### src/rtl/dmem_bridge.sv
// Data-memory access unit: turns one core load/store into a single aligned
// valid/ready word transaction, with misalignment and bus-timeout faults.
module dmem_bridge #(
    parameter int unsigned TIMEOUT = 255
) (
    input  logic        clk,
    input  logic        rst,
    input  logic        cpuReq,
    input  logic        cpuWe,
    input  logic [31:0] cpuAddr,
    input  logic [31:0] cpuWData,
    input  logic [1:0]  storeCtrl,
    input  logic [2:0]  loadCtrl,
    output logic        cpuStall,
    output logic [31:0] cpuRData,
    output logic        cpuFault,
    output logic        busValid,
    output logic        busWe,
    output logic [31:0] busAddr,
    output logic [31:0] busWData,
    output logic [3:0]  busBe,
    input  logic        busReady,
    input  logic [31:0] busRData
);

    typedef enum logic [1:0] {
        IDLE = 2'd0,
        BUS  = 2'd1,
        RESP = 2'd2
    } state_t;

    localparam logic [9:0] CNT_LAST = 10'(TIMEOUT - 1);

    state_t      state_q, state_d;
    logic [9:0]  cnt_q, cnt_d;
    logic        bus_valid_q, bus_valid_d;
    logic        bus_we_q, bus_we_d;
    logic [31:0] bus_addr_q, bus_addr_d;
    logic [31:0] bus_wdata_q, bus_wdata_d;
    logic [3:0]  bus_be_q, bus_be_d;
    logic [1:0]  off_q, off_d;
    logic [2:0]  load_ctrl_q, load_ctrl_d;
    logic [31:0] rdata_q, rdata_d;
    logic        fault_q, fault_d;

    logic [1:0]  size;
    logic        legal;
    logic        aligned;
    logic [3:0]  be_req;
    logic [31:0] wdata_req;
    logic [31:0] shifted;
    logic [31:0] load_data;

    // Request decode: size code is shared between store and load encodings
    always_comb begin
        size      = cpuWe ? storeCtrl : loadCtrl[1:0];
        legal     = 1'b0;
        aligned   = 1'b0;
        be_req    = '0;
        wdata_req = '0;
        if (cpuWe) begin
            legal = (storeCtrl != 2'b11);
        end else begin
            case (loadCtrl)
                3'b000, 3'b001, 3'b010, 3'b100, 3'b101: legal = 1'b1;
                default:                                legal = 1'b0;
            endcase
        end
        case (size)
            2'b00:   aligned = 1'b1;
            2'b01:   aligned = ~cpuAddr[0];
            2'b10:   aligned = (cpuAddr[1:0] == 2'b00);
            default: aligned = 1'b0;
        endcase
        if (cpuWe) begin
            case (storeCtrl)
                2'b00: begin
                    be_req    = 4'b0001 << cpuAddr[1:0];
                    wdata_req = {4{cpuWData[7:0]}};
                end
                2'b01: begin
                    be_req    = 4'b0011 << cpuAddr[1:0];
                    wdata_req = {2{cpuWData[15:0]}};
                end
                2'b10: begin
                    be_req    = 4'b1111;
                    wdata_req = cpuWData;
                end
                default: begin
                    be_req    = '0;
                    wdata_req = '0;
                end
            endcase
        end
    end

    always_comb begin
        shifted = busRData >> {off_q, 3'b000};
        case (load_ctrl_q)
            3'b000:  load_data = {{24{shifted[7]}}, shifted[7:0]};
            3'b001:  load_data = {{16{shifted[15]}}, shifted[15:0]};
            3'b010:  load_data = shifted;
            3'b100:  load_data = {24'b0, shifted[7:0]};
            3'b101:  load_data = {16'b0, shifted[15:0]};
            default: load_data = '0;
        endcase
    end

    always_comb begin
        state_d     = state_q;
        cnt_d       = cnt_q;
        bus_valid_d = bus_valid_q;
        bus_we_d    = bus_we_q;
        bus_addr_d  = bus_addr_q;
        bus_wdata_d = bus_wdata_q;
        bus_be_d    = bus_be_q;
        off_d       = off_q;
        load_ctrl_d = load_ctrl_q;
        rdata_d     = rdata_q;
        fault_d     = fault_q;
        case (state_q)
            IDLE: begin
                if (cpuReq) begin
                    if (legal && aligned) begin
                        bus_valid_d = 1'b1;
                        bus_we_d    = cpuWe;
                        bus_addr_d  = {cpuAddr[31:2], 2'b00};
                        bus_wdata_d = wdata_req;
                        bus_be_d    = be_req;
                        off_d       = cpuAddr[1:0];
                        load_ctrl_d = loadCtrl;
                        cnt_d       = '0;
                        state_d     = BUS;
                    end else begin
                        fault_d = 1'b1;
                        rdata_d = '0;
                        state_d = RESP;
                    end
                end
            end
            BUS: begin
                // A ready in the last permitted cycle still completes normally
                if (busReady) begin
                    bus_valid_d = 1'b0;
                    rdata_d     = bus_we_q ? '0 : load_data;
                    fault_d     = 1'b0;
                    state_d     = RESP;
                end else if (cnt_q == CNT_LAST) begin
                    bus_valid_d = 1'b0;
                    rdata_d     = '0;
                    fault_d     = 1'b1;
                    state_d     = RESP;
                end else begin
                    cnt_d = cnt_q + 10'd1;
                end
            end
            RESP: begin
                rdata_d = '0;
                fault_d = 1'b0;
                state_d = IDLE;
            end
            default: state_d = IDLE;
        endcase
    end

    always_ff @(posedge clk or posedge rst) begin
        if (rst) begin
            state_q     <= IDLE;
            cnt_q       <= '0;
            bus_valid_q <= 1'b0;
            bus_we_q    <= 1'b0;
            bus_addr_q  <= '0;
            bus_wdata_q <= '0;
            bus_be_q    <= '0;
            off_q       <= '0;
            load_ctrl_q <= '0;
            rdata_q     <= '0;
            fault_q     <= 1'b0;
        end else begin
            state_q     <= state_d;
            cnt_q       <= cnt_d;
            bus_valid_q <= bus_valid_d;
            bus_we_q    <= bus_we_d;
            bus_addr_q  <= bus_addr_d;
            bus_wdata_q <= bus_wdata_d;
            bus_be_q    <= bus_be_d;
            off_q       <= off_d;
            load_ctrl_q <= load_ctrl_d;
            rdata_q     <= rdata_d;
            fault_q     <= fault_d;
        end
    end

    assign cpuStall = cpuReq & (state_q != RESP);
    assign cpuRData = rdata_q;
    assign cpuFault = fault_q;
    assign busValid = bus_valid_q;
    assign busWe    = bus_we_q;
    assign busAddr  = bus_addr_q;
    assign busWData = bus_wdata_q;
    assign busBe    = bus_be_q;

endmodule

### config.mk
export PLATFORM = sky130hd
export DESIGN_NAME = dmem_bridge
export DESIGN_NICKNAME = d
export VERILOG_FILES = /design/src/rtl/dmem_bridge.sv
export SDC_FILE = /design/constraint.sdc
export NUM_CORES = 1
export LEC_CHECK = 0
export CAP_MARGIN = 20
export CORE_MARGIN = 4
export CORE_UTILIZATION = 48
export CTS_CLUSTER_DIAMETER = 80
export CTS_CLUSTER_SIZE = 25
export DETAILED_ROUTE_END_ITERATION = 8
export PLACE_DENSITY = 0.85
export SETUP_SLACK_MARGIN = 0.15
export SYNTH_ARGS = -nofsm -noshare
export SYNTH_HDL_FRONTEND = slang
export SYNTH_SLANG_ARGS = --single-unit
### constraint.sdc
create_clock -name clk -period 10 [get_ports clk]
set_input_delay 1 -clock clk [delete_from_list [all_inputs] [get_ports clk]]
set_output_delay 1 -clock clk [all_outputs]
set_load 0.005 [all_outputs]
==> metrics.log <==
[metrics] outcome: finished, final reports clean
[metrics] count of warnings emitted by yosys: 0
[metrics] clock sinks: 118
[metrics] post-synthesis instance total: 570
[metrics] antenna diode count: 0
[metrics] mean post-synth cell area: 10.06 sq um
[metrics] kind of cell adding the most delay to the critical path: buffers and inverters
[metrics] transition time of the tightest slew-check pin: 987.7 ps
[metrics] Buffers on Ports: 207
[metrics] cell-by-cell trace of the critical path: clkdlybuf4s50_1 > a21oi_1 > or2_2 > o2111ai_4 > buf_4 > mux2_2
[metrics] worst endpoint data arrival time: 4000 ps
[metrics] area grow syn2layout: 46.52%
[metrics] Static Leakage: 3.464 nW
[metrics] estimated wirelength of the detail-placed design: approximately 13,000 um
[metrics] Final Net Count: 870
[metrics] max incr delay on CP: between 800 and 900 ps
[metrics] die outline height: 117.3 um
[metrics] unrepaired setup endpoints after global routing: no
[metrics] number of filler instances in the final layout: 815
[metrics] root buffer cell: clkbuf_16
[metrics] setup repair bufs after CTS: 0
[metrics] max-cap violation count: 0
[metrics] clock-pin slew on the worst setup and hold paths: 60 ps
[metrics] detail-routed net length per standard cell: between 15 and 20 um
[metrics] number of H-tree branching levels: 4
[metrics] initial detailed-routing violation count: 358
[metrics] number of global-route vias before repair: 5,418
[metrics] number of iterations in the first detailed-routing pass: 6
[metrics] total of cells resized after clock tree synthesis: 0
[metrics] post-synthesis instance area: 0.005734 sq mm
[metrics] count of antenna-violating nets left after detailed routing: 0
[metrics] minimum setup slack after placement: 5917 ps
[metrics] final sum of negative setup slack: 0 ps
[metrics] number of remaining DRC errors: 0
[metrics] synth unique cells: 51
[metrics] count of final hold-check violations: 0
[metrics] final hold slack: about 480 ps
[metrics] CP Data Required Time: 10,280 ps
[metrics] f_max: between 200 and 300 MHz
[metrics] total die area: ~0.014 sq mm
[metrics] worst vdd ir: between 0.15 and 0.2 mV
[metrics] flip-flop and latch count after synthesis: 118
[metrics] type of the worst setup path: in -> reg
[metrics] number of synthesized flops with an enable pin: 0
[metrics] Async S/R FF share, synth: 1.000
[metrics] wire length of the first global-routing pass: 28,600 um
[metrics] total number of placement rows: 39
[metrics] flip-flop cell with the highest count after synthesis: dfrtp_1
[metrics] count of vias placed by the detailed router: 5,183
[metrics] die width: 117.3 um
[metrics] starting density of the core: 0.4958
[metrics] via count normalized by instance count: 5.652
[metrics] initial antenna violation count: 0
[metrics] share of final-layout standard cells stronger than drive strength 1: 0.1240
[metrics] CTS Hold Bufs: 0
[metrics] Final Routed Wirelength: 17,720 um
[metrics] part of the cycle the worst path needs: 0.3720
[metrics] Tot GR Track Use: 0.2590
[metrics] CTS tree: done
[metrics] Worst Skew: 13.92 ps
[metrics] proportion of synthesized chip area in sequential cells: 0.5149
[metrics] Power Density: around 230 mW/mm^2
[metrics] Startpoint Class: primary input
[metrics] number of I/O pins: 210
[metrics] insertion delay of the later-clocked pin in the worst-skew pair: roughly 400 ps
[metrics] path category of the worst min-delay check: reg -> reg
[metrics] CP bufs+invs: 2
[metrics] total power after layout: around 2.0 mW
[metrics] worst-case setup margin in the final layout: between 6000 and 7000 ps
[metrics] largest net degree at the start of global routing: 91
[metrics] crit path capture type: flop
[metrics] top fanout value on the critical path: 90
[metrics] number of max-slew violations in the final report: 0
[metrics] CTS Buffer Depth: 2
[metrics] RePlAce Congestion: 0.8874
[metrics] clock buffers created by TritonCTS: 17
[metrics] overflow left after global routing: 0
[metrics] core area: 0.01156 sq mm
[metrics] tightest slew margin relative to the limit: 0.3387
[metrics] Final setup violation count: 0
[metrics] critical-path cell with the highest stage delay: buf_4
[metrics] shortest period the worst path allows: around 3700 ps
## path summary, 6_finish.rpt
kind | from | endpoint | slack (ps) | cells after the start
worst min register to register | busWData[13] | busWData[13] | 480 | 2
worst max register to register | off_q[1] | cpuRData[30] | 7290 | 4
max in group asynchronous | rst | busAddr[27] | 7700 | 3
worst min-delay path | busWData[13] | busWData[13] | 480 | 2
worst max-delay path | cpuAddr[0] | busAddr[6] | 6280 | 6
min in group asynchronous | rst | busAddr[12] | 1070 | 2
## synthesized netlist by cell type (2+ instances only)
cell type / instances / area [sq um]
a21oi_1: 58 / 290.3
a31oi_1: 5 / 31.28
buf_1: 2 / 7.510
buf_2: 15 / 75.07
buf_4: 4 / 30.03
buf_6: 2 / 22.52
clkbuf_1: 19 / 71.32
dfrtp_1: 118 / 2953
ha_1: 2 / 25.02
inv_1: 7 / 26.28
mux2_2: 48 / 540.5
mux2i_1: 24 / 240.2
nand2_1: 90 / 337.8
nand2b_1: 2 / 12.51
nand3_1: 4 / 20.02
nand4_1: 4 / 25.02
nor2_1: 29 / 108.9
nor2b_1: 13 / 81.33
nor3_1: 2 / 10.01
nor4_1: 2 / 12.51
o2111ai_1: 2 / 17.52
o21ai_0: 41 / 205.2
o21ai_1: 18 / 90.09
o21bai_1: 2 / 15.01
o31ai_1: 25 / 187.7
xnor2_1: 7 / 61.31
## layout make-up
type	instances	area, sq um	share of cell area
Clock inverter	12	106.4	0.01266
Timing Repair Buffer	214	2122	0.2526
Multi-Input combinational cell	403	2566	0.3054
Inverter	8	32.53	0.003872
Sequential cell	118	2953	0.3515
Tap cell	143	178.9	0.02130
Clock buffer	19	442.9	0.05272
## worst min-delay path, delay by kind of cell (launching register included)
family,cells,cell delay (ps)
AOI/OAI and AO/OA,1,60
and+or+nand+nor,1,50
DFF,1,340
## power breakdown
| group | leakage [nW] | switching (mW) | internal (mW) |
|---|---|---|---|
| Clock | 0.249 | 0.217 | 0.345 |
| Sequential | 1.53 | 0.108 | 0.602 |
| Combinational | 1.68 | 0.290 | 0.388 |
| Total | 3.46 | 0.616 | 1.33 |
## flip-flops by register name, indices dropped and copies added, names as in the netlist
register / count
busAddr: 30
busBe: 4
busValid: 1
busWData: 32
busWe: 1
cnt_q: 10
cpuFault: 1
cpuRData: 32
load_ctrl_q: 3
off_q: 2
state_q: 2
## routing by layer
layer,track usage,wire [um],up-vias
li1,-,-,2388
met3,0.09240,1338,37
met4,0.09018,454,0
met5,0,0,-
met1,0.2965,6872,2536
met2,0.4498,9054,222
## cells by family after synthesis
logic type,share of synthesized area
buffers and inverters,0.04124
other,0.0006540
muxes,0.1401
adders and majority gates,0.004363
DFF,0.5149
and+or+nand+nor,0.1270
xor gates and xnor gates,0.01069
AOI/OAI and AO/OA,0.1610
## through the flow
stage	utilization	cells	area, sq um
floorplan	-	571	5738
global placement	0.6786	885	7848
detailed placement	0.6786	885	7848
CTS	0.7261	916	8397
global route	0.7265	917	8402
finish	0.7265	917	8402
## cells in the final DEF (no fill, tap or decap), drive strengths merged, types with 2 or more instances in the layout
master	n
clkdlybuf4s50	207
dfrtp	118
nand2	90
o21ai	59
a21oi	58
mux2	48
nor2	30
o31ai	25
mux2i	24
clkbuf	20
nor2b	13
inv	9
xnor2	7
clkinvlp	7
buf	6
a31oi	5
nand3	4
nand4	4
clkinv	3
nor4	3
nand2b	2
nor3	2
o21bai	2
ha	2
conb	2
o2111ai	2
nor3b	2
Note: power is estimated with default switching activity, not from simulation.
